==> config.mk <==
export PLATFORM = sky130hd
export DESIGN_NAME = axi_burst_sequencer_flat
export DESIGN_NICKNAME = d
export VERILOG_FILES = /design/src/rtl/axi_burst_sequencer_if.sv /design/src/rtl/axi_burst_sequencer.sv /design/src/flat_wrapper.sv
export SDC_FILE = /design/constraint.sdc
export NUM_CORES = 1
export LEC_CHECK = 0
export CORE_ASPECT_RATIO = 0.6
export CORE_MARGIN = 2
export CORE_UTILIZATION = 30
export CTS_CLUSTER_DIAMETER = 30
export DETAILED_ROUTE_END_ITERATION = 10
export DONT_BUFFER_PORTS = 1
export GPL_TIMING_DRIVEN = 1
export PLACE_DENSITY = 0.4
export SKIP_CTS_REPAIR_TIMING = 1
export SLEW_MARGIN = 0
export SYNTH_ARGS = -nofsm -noshare
export SYNTH_HDL_FRONTEND = slang
export SYNTH_SLANG_ARGS = --single-unit
==> constraint.sdc <==
create_clock -name clk -period 10.65 [get_ports clk]
set_input_delay 1.065 -clock clk [delete_from_list [all_inputs] [get_ports clk]]
set_output_delay 1.065 -clock clk [all_outputs]
set_load 0.01 [all_outputs]
==> src/rtl/axi_burst_sequencer_if.sv <==
// Command/beat bundle between an AXI address channel front-end and the memory-port sequencer.
// The sequencer takes the slave side; the address-channel logic (or a bench) takes the master side.
interface axi_burst_sequencer_if #(
  parameter int ADDR_WIDTH = 32,
  parameter int LEN_WIDTH  = 8,
  parameter int DATA_BYTES = 4
);
  logic                  cmd_valid;
  logic                  cmd_ready;
  logic [ADDR_WIDTH-1:0] cmd_addr;
  logic [LEN_WIDTH-1:0]  cmd_len;
  logic [2:0]            cmd_size;
  logic [1:0]            cmd_burst;
  logic                  beat_valid;
  logic                  beat_ready;
  logic [ADDR_WIDTH-1:0] beat_addr;
  logic [DATA_BYTES-1:0] beat_lanes;
  logic [LEN_WIDTH-1:0]  beat_idx;
  logic                  beat_last;
  logic                  beat_err;
  logic                  busy;

  modport slave (
    input  cmd_valid, cmd_addr, cmd_len, cmd_size, cmd_burst, beat_ready,
    output cmd_ready, beat_valid, beat_addr, beat_lanes, beat_idx, beat_last, beat_err, busy
  );

  modport master (
    output cmd_valid, cmd_addr, cmd_len, cmd_size, cmd_burst, beat_ready,
    input  cmd_ready, beat_valid, beat_addr, beat_lanes, beat_idx, beat_last, beat_err, busy
  );
endinterface

==> src/rtl/axi_burst_sequencer.sv <==
// Walks one AXI address command beat by beat, producing per-beat address, byte lanes,
// index, last and error flags for a memory port.

// One byte lane: active when off <= LANE < lim.
module axi_burst_lane #(
  parameter int LANE = 0
) (
  input  logic [9:0] off,
  input  logic [9:0] lim,
  output logic       en
);
  assign en = (10'(LANE) >= off) && (10'(LANE) < lim);
endmodule

module axi_burst_sequencer #(
  parameter int ADDR_WIDTH = 32,
  parameter int LEN_WIDTH  = 8,
  parameter int DATA_BYTES = 4
) (
  input  logic                    clk,
  input  logic                    rst,
  axi_burst_sequencer_if.slave    bus
);
  localparam int AW      = ADDR_WIDTH;
  localparam int LOG2_DB = $clog2(DATA_BYTES);

  typedef enum logic [1:0] {B_FIXED = 2'b00, B_INCR = 2'b01, B_WRAP = 2'b10, B_RSVD = 2'b11} burst_t;
  typedef enum logic {IDLE, BURST} state_t;

  typedef struct packed {
    logic [AW-1:0]        wrap_lo;
    logic [AW-1:0]        wrap_hi;
    logic [LEN_WIDTH-1:0] len;
    logic [2:0]           size;
    burst_t               burst;
  } cmd_t;

  state_t state;
  cmd_t   cmd_q;

  // Command decode at capture time
  logic [AW-1:0] cmd_bytes, cmd_total, cmd_aligned, cmd_lower;
  logic [AW:0]   cmd_end;
  logic          cmd_cross, cmd_err;

  always_comb begin
    cmd_bytes   = AW'(1) << bus.cmd_size;
    cmd_total   = (AW'(bus.cmd_len) + AW'(1)) << bus.cmd_size;
    cmd_aligned = bus.cmd_addr & ~(cmd_bytes - AW'(1));
    cmd_lower   = bus.cmd_addr & ~(cmd_total - AW'(1));
    // One extra bit so a burst running off the top of the address space still counts as a crossing
    cmd_end     = {1'b0, cmd_aligned} + {1'b0, cmd_total} - (AW+1)'(1);
    cmd_cross   = cmd_end[AW:12] != {1'b0, cmd_aligned[AW-1:12]};
    cmd_err     = 1'b0;
    if (32'(bus.cmd_size) > LOG2_DB) cmd_err = 1'b1;
    case (burst_t'(bus.cmd_burst))
      B_FIXED: if (32'(bus.cmd_len) > 15) cmd_err = 1'b1;
      B_INCR:  if (cmd_cross) cmd_err = 1'b1;
      B_WRAP:  if (!(32'(bus.cmd_len) inside {1, 3, 7, 15}) ||
                   ((bus.cmd_addr & (cmd_bytes - AW'(1))) != '0)) cmd_err = 1'b1;
      default: cmd_err = 1'b1;
    endcase
  end

  // Next beat address from the current one
  logic [AW-1:0] bytes_q, aligned_cur, incr_addr, next_addr;

  always_comb begin
    bytes_q     = AW'(1) << cmd_q.size;
    aligned_cur = bus.beat_addr & ~(bytes_q - AW'(1));
    incr_addr   = aligned_cur + bytes_q;
    case (cmd_q.burst)
      B_FIXED: next_addr = bus.beat_addr;
      B_WRAP:  next_addr = (incr_addr == cmd_q.wrap_hi) ? cmd_q.wrap_lo : incr_addr;
      default: next_addr = incr_addr;
    endcase
  end

  // Lane mask is computed for whichever address gets registered next
  logic [AW-1:0]         lane_addr, lane_aligned;
  logic [2:0]            lane_size;
  logic [9:0]            lane_off, lane_lim;
  logic [DATA_BYTES-1:0] lane_mask;

  always_comb begin
    lane_addr    = (state == IDLE) ? bus.cmd_addr : next_addr;
    lane_size    = (state == IDLE) ? bus.cmd_size : cmd_q.size;
    lane_aligned = lane_addr & ~((AW'(1) << lane_size) - AW'(1));
    lane_off     = 10'(lane_addr & AW'(DATA_BYTES - 1));
    lane_lim     = 10'(lane_aligned & AW'(DATA_BYTES - 1)) + (10'(1) << lane_size);
  end

  for (genvar g = 0; g < DATA_BYTES; g++) begin : g_lane
    axi_burst_lane #(.LANE(g)) u_lane (
      .off (lane_off),
      .lim (lane_lim),
      .en  (lane_mask[g])
    );
  end

  always_ff @(posedge clk) begin
    if (rst) begin
      state          <= IDLE;
      cmd_q          <= '0;
      bus.cmd_ready  <= 1'b1;
      bus.beat_valid <= 1'b0;
      bus.busy       <= 1'b0;
      bus.beat_addr  <= '0;
      bus.beat_lanes <= '0;
      bus.beat_idx   <= '0;
      bus.beat_last  <= 1'b0;
      bus.beat_err   <= 1'b0;
    end else begin
      case (state)
        IDLE: if (bus.cmd_valid && bus.cmd_ready) begin
          cmd_q          <= '{wrap_lo: cmd_lower,
                              wrap_hi: cmd_lower + cmd_total,
                              len:     bus.cmd_len,
                              size:    bus.cmd_size,
                              burst:   burst_t'(bus.cmd_burst)};
          bus.beat_addr  <= bus.cmd_addr;
          bus.beat_lanes <= lane_mask;
          bus.beat_idx   <= '0;
          bus.beat_last  <= (bus.cmd_len == '0);
          bus.beat_err   <= cmd_err;
          bus.beat_valid <= 1'b1;
          bus.busy       <= 1'b1;
          bus.cmd_ready  <= 1'b0;
          state          <= BURST;
        end
        BURST: if (bus.beat_ready) begin
          if (bus.beat_last) begin
            bus.beat_valid <= 1'b0;
            bus.busy       <= 1'b0;
            bus.cmd_ready  <= 1'b1;
            state          <= IDLE;
          end else begin
            bus.beat_addr  <= next_addr;
            bus.beat_lanes <= lane_mask;
            bus.beat_idx   <= bus.beat_idx + LEN_WIDTH'(1);
            bus.beat_last  <= (bus.beat_idx + LEN_WIDTH'(1)) == cmd_q.len;
          end
        end
        default: state <= IDLE;
      endcase
    end
  end
endmodule
==> src/flat_wrapper.sv <==
// flat-port wrapper written by rule: the top's interface ports become plain ports
module axi_burst_sequencer_flat 
#(
  parameter int ADDR_WIDTH = 32,
  parameter int LEN_WIDTH  = 8,
  parameter int DATA_BYTES = 4
)
  (clk, rst, bus_cmd_valid, bus_cmd_addr, bus_cmd_len, bus_cmd_size, bus_cmd_burst, bus_beat_ready, bus_cmd_ready, bus_beat_valid, bus_beat_addr, bus_beat_lanes, bus_beat_idx, bus_beat_last, bus_beat_err, bus_busy);
  axi_burst_sequencer_if #(.ADDR_WIDTH(ADDR_WIDTH), .LEN_WIDTH(LEN_WIDTH), .DATA_BYTES(DATA_BYTES)) bus_i ();
  input  logic clk;
  input  logic rst;
  input wire logic [$bits(bus_i.cmd_valid)-1:0] bus_cmd_valid;
  input wire logic [$bits(bus_i.cmd_addr)-1:0] bus_cmd_addr;
  input wire logic [$bits(bus_i.cmd_len)-1:0] bus_cmd_len;
  input wire logic [$bits(bus_i.cmd_size)-1:0] bus_cmd_size;
  input wire logic [$bits(bus_i.cmd_burst)-1:0] bus_cmd_burst;
  input wire logic [$bits(bus_i.beat_ready)-1:0] bus_beat_ready;
  output wire logic [$bits(bus_i.cmd_ready)-1:0] bus_cmd_ready;
  output wire logic [$bits(bus_i.beat_valid)-1:0] bus_beat_valid;
  output wire logic [$bits(bus_i.beat_addr)-1:0] bus_beat_addr;
  output wire logic [$bits(bus_i.beat_lanes)-1:0] bus_beat_lanes;
  output wire logic [$bits(bus_i.beat_idx)-1:0] bus_beat_idx;
  output wire logic [$bits(bus_i.beat_last)-1:0] bus_beat_last;
  output wire logic [$bits(bus_i.beat_err)-1:0] bus_beat_err;
  output wire logic [$bits(bus_i.busy)-1:0] bus_busy;
  assign bus_i.cmd_valid = bus_cmd_valid;
  assign bus_i.cmd_addr = bus_cmd_addr;
  assign bus_i.cmd_len = bus_cmd_len;
  assign bus_i.cmd_size = bus_cmd_size;
  assign bus_i.cmd_burst = bus_cmd_burst;
  assign bus_i.beat_ready = bus_beat_ready;
  assign bus_cmd_ready = bus_i.cmd_ready;
  assign bus_beat_valid = bus_i.beat_valid;
  assign bus_beat_addr = bus_i.beat_addr;
  assign bus_beat_lanes = bus_i.beat_lanes;
  assign bus_beat_idx = bus_i.beat_idx;
  assign bus_beat_last = bus_i.beat_last;
  assign bus_beat_err = bus_i.beat_err;
  assign bus_busy = bus_i.busy;
  axi_burst_sequencer #(.ADDR_WIDTH(ADDR_WIDTH), .LEN_WIDTH(LEN_WIDTH), .DATA_BYTES(DATA_BYTES)) u_core (.clk(clk), .rst(rst), .bus(bus_i));
endmodule
==> impl_metrics.env <==
export IMPL_fp_row_count=59
export IMPL_detail_route_wl_per_cell_um=23.19
export IMPL_ioPinCount=98
export IMPL_ys_seq_area_share_pct=19.37
export IMPL_die_width_um=273.0
export IMPL_syn_inst=1814
export IMPL_p_total_mw=1.742
export IMPL_layout_min_cycle_time_ns=7.201
export IMPL_pin_count_of_the_biggest_net_entering_global_routing=133
export IMPL_yosys_cell_types=107
export IMPL_totalWireLength_um=53280
export IMPL_first_pass_iters=5
export IMPL_tightestPinTransition_ns=1.140
export IMPL_run_status="complete, no violations"
export IMPL_die_height_um=165.4
export IMPL_nets=1819
export IMPL_initial_antenna_violation_count=1
export IMPL_grt_usage_pct=23.31
export IMPL_cts_root_buffer="sky130_fd_sc_hd__clkbuf_16"
export IMPL_max_cap_violations=0
export IMPL_slew_limit_headroom_pct=23.30
export IMPL_final_setup_viol_count=0
export IMPL_maxSlewViolCount=0
export IMPL_cp_required_ns=10.96
export IMPL_finalWeightedCongestion=0.9059
export IMPL_remaining_drc_errors=0
export IMPL_post_synthesis_net_count=1928
export IMPL_finalNonFillerCells=2297
export IMPL_layout_commonest_cell="sky130_fd_sc_hd__nand2_1"
export IMPL_leakagePower_nw=5.256
export IMPL_dpl_cell_count=2265
export IMPL_grt_pass1_vias=12470
export IMPL_yosysWarnings=0
export IMPL_most_used_routing_layer="met2"
export IMPL_groute_layer_met1_usage_pct=34.74
export IMPL_power_density_nw_per_um2=126.1
export IMPL_grt_use_met2_pct=35.86
export IMPL_final_cell_mix="sky130_fd_sc_hd__nand2_1 (199), sky130_fd_sc_hd__nor2_1 (154), sky130_fd_sc_hd__a21oi_1 (131), sky130_fd_sc_hd__dfxtp_1 (125), sky130_fd_sc_hd__inv_1 (101)"
export IMPL_placement_io_buffers=0
export IMPL_timing_critical_path_arrival_ns=7.51
export IMPL_setup_repair_after_global_routing_missed_its_margin="no"
export IMPL_setup_tns_final_ns=0
export IMPL_clock_transition_at_the_registers_of_the_reported_paths_ns=0.06
export IMPL_hold_start="u_core.cmd_q[47]$_SDFFE_PP0P_"
export IMPL_report_final_hold_viol_count=0
export IMPL_final_min_period_over_clock_period_pct=67.61
export IMPL_synth_async_reset_ratio_pct=0
export IMPL_start_util_pct=30.20
export IMPL_worst_clock_skew_ns=0.01428
export IMPL_ant_nets=0
export IMPL_synth_edff_count=0
export IMPL_coreArea_um2=43110
export IMPL_crit_path_max_incr_delay_ns=0.89
export IMPL_h_tree_depth=4
export IMPL_achievable_frequency_ghz=0.1389
export IMPL_groute_layer_met3_usage_pct=3.673
export IMPL_num_vias=13290
export IMPL_ys_seq_elements=126
export IMPL_grt_pass1_wl_um=80360
export IMPL_drive_gt1_share_pct=6.286
export IMPL_cts_sink_count=126
export IMPL_hold_crit_path_type="flop to flop"
export IMPL_postSynthAreaPerCell_um2=7.178
export IMPL_worst_slack_ns=3.449
export IMPL_timing_setup_critical_path_class="flop to flop"
export IMPL_globalRouteOverflowTotal=0
export IMPL_antenna_cells_inserted=0
export IMPL_syn2layout_area_growth_pct=6.121
export IMPL_cts_made_buffers=17
export IMPL_timing_critical_path_from="u_core.cmd_q[4]$_SDFFE_PP0P_"
export IMPL_yosys_most_used_dff="sky130_fd_sc_hd__dfxtp_1"
export IMPL_design_die_area_um2=45140
export IMPL_place_hpwl_um=41530
export IMPL_cpMaxStageDelayCell="sky130_fd_sc_hd__dfxtp_1"
export IMPL_ir_drop_mv=0.07701
export IMPL_critPathCaptureType="flop"
export IMPL_viasPerCell=5.786
export IMPL_reg2reg_from="u_core.cmd_q[4]$_SDFFE_PP0P_"
export IMPL_worst_path_max_fanout=31
export IMPL_post_synth_instance_area_um2=13020
export IMPL_drt_initial_drc_count=1457
export IMPL_clock_tree_buffer_depth=2
export IMPL_detailedPlace_worstSlack_ns=3.627
export IMPL_start_kind="flop"
export IMPL_clk_insertion_delay_late_ns=0.43
export IMPL_cts_tree="done"
export IMPL_worstPathCellList="or3_1 -> ha_1 -> or3b_1 -> and3_1 -> o21ai_2 -> o21ai_1 -> and3_1 -> a2111oi_0 -> nand4_1 -> nor4_4 -> buf_4 -> mux2i_1 -> a21o_1 -> nor3_1 -> ha_1 -> inv_1 -> fa_1 -> a2111oi_0 -> a22oi_1 -> nor2b_1 -> a21oi_1 -> o21ai_1 -> a21oi_1"
-- registers in the layout (all words and copies together) (netlist names) --
name	cells
u_core.bus.beat_err	1
u_core.bus.cmd_ready	1
u_core.bus.beat_idx	8
u_core.bus.beat_valid	1
u_core.bus.beat_lanes	4
u_core.cmd_q	77
u_core.state	1
u_core.bus.beat_last	1
u_core.bus.beat_addr	32
-- through the flow --
stage	utilization, %	hold WS, ns	instance area, um2
after detailed placement	30.70	0.4474	13240
after global routing	32.05	0.4835	13820
after global placement	30.70	0.4465	13240
final	32.05	0.4523	13820
after floorplan	-	0.4274	13020
after CTS	32.05	0.4561	13820
-- Yosys cell counts, types with 8 or more instances --
library cell	instances	share of area, %
sky130_fd_sc_hd__nand2_1	200	5.8
sky130_fd_sc_hd__nor2_1	154	4.4
sky130_fd_sc_hd__a21oi_1	131	5.0
sky130_fd_sc_hd__dfxtp_1	126	19
sky130_fd_sc_hd__inv_1	101	2.9
sky130_fd_sc_hd__clkbuf_1	99	2.9
sky130_fd_sc_hd__nand3_1	86	3.3
sky130_fd_sc_hd__xnor2_1	76	5.1
sky130_fd_sc_hd__o21ai_0	68	2.6
sky130_fd_sc_hd__ha_1	64	6.2
sky130_fd_sc_hd__xor2_1	41	2.8
sky130_fd_sc_hd__nor3_1	40	1.5
sky130_fd_sc_hd__nand4_1	35	1.7
sky130_fd_sc_hd__a21o_1	32	1.8
sky130_fd_sc_hd__nor4_1	31	1.5
sky130_fd_sc_hd__and3_1	30	1.4
sky130_fd_sc_hd__a221oi_1	24	1.6
sky130_fd_sc_hd__nor2b_1	24	1.2
sky130_fd_sc_hd__a211oi_1	23	1.3
sky130_fd_sc_hd__nand2b_1	23	1.1
sky130_fd_sc_hd__a31oi_1	20	0.96
sky130_fd_sc_hd__o21ai_1	20	0.77
sky130_fd_sc_hd__and2_1	18	0.86
sky130_fd_sc_hd__a2111oi_0	16	1.1
sky130_fd_sc_hd__o21a_1	16	0.92
sky130_fd_sc_hd__buf_2	15	0.58
sky130_fd_sc_hd__a311oi_1	14	0.94
sky130_fd_sc_hd__or3_1	14	0.67
sky130_fd_sc_hd__buf_1	12	0.35
sky130_fd_sc_hd__mux2i_1	11	0.85
sky130_fd_sc_hd__nand3b_1	11	0.63
sky130_fd_sc_hd__a22o_1	9	0.61
sky130_fd_sc_hd__buf_4	9	0.52
sky130_fd_sc_hd__o211ai_1	9	0.52
sky130_fd_sc_hd__o22ai_1	9	0.43
sky130_fd_sc_hd__a211o_1	8	0.54
sky130_fd_sc_hd__a21boi_0	8	0.46
sky130_fd_sc_hd__a22oi_1	8	0.46
sky130_fd_sc_hd__or2_2	8	0.38
sky130_fd_sc_hd__xor3_1	8	1.5
-- worst max-delay path: cells and delay by family, from the launching register on --
| family | cells | cell delay [ns] |
|---|---|---|
| DFF | 1 | 0.89 |
| AOI/OAI and AO/OA | 9 | 2.13 |
| buffers and inverters | 2 | 0.45 |
| muxes | 1 | 0.14 |
| and+or+nand+nor | 8 | 2.46 |
| adders and majority gates | 3 | 0.95 |
-- layer usage --
metal	part of all wire, %	up-vias
met2	43	380
met4	0.64	0
met5	0	-
met3	5.7	28
met1	50	6522
li1	-	6361
-- layout make-up --
cell class | instances | area, um2
Fill cell | 4749 | 29290
Multi-Input combinational cell | 1441 | 9495
Sequential cell | 126 | 2524
Tap cell | 579 | 724.4
Clock buffer | 18 | 439.2
Inverter | 107 | 401.6
Clock inverter | 14 | 142.6
Timing Repair Buffer | 12 | 90.09
-- cells by family (layout without fill, tap and decap cells) --
kind of cell	count (synthesis)	after routing	share of synthesized area, %
xor+xnor	127	127	9.677
compound gates	515	515	27.61
buf+inv	247	151	7.813
simple gates	715	715	27.69
flops	126	126	19.37
fa+ha+maj	65	65	6.304
mux	19	19	1.538
-- path summary, 6_finish.rpt --
kind | end | slack, ns | depth (start not counted)
max | u_core.bus.beat_lanes[2]$_SDFFE_PP0P_ | 3.45 | 23
max reg2reg | u_core.bus.beat_lanes[2]$_SDFFE_PP0P_ | 3.45 | 23
min reg2reg | u_core.cmd_q[47]$_SDFFE_PP0P_ | 0.45 | 2
min | u_core.cmd_q[47]$_SDFFE_PP0P_ | 0.45 | 2
-- power breakdown --
part | switching [mW] | leakage (nW) | internal, mW
combinational | 0.344 | 3.93 | 0.221
sequential | 0.0735 | 1.03 | 0.510
clock | 0.242 | 0.294 | 0.351
Note: power is estimated with default switching activity, not from simulation.
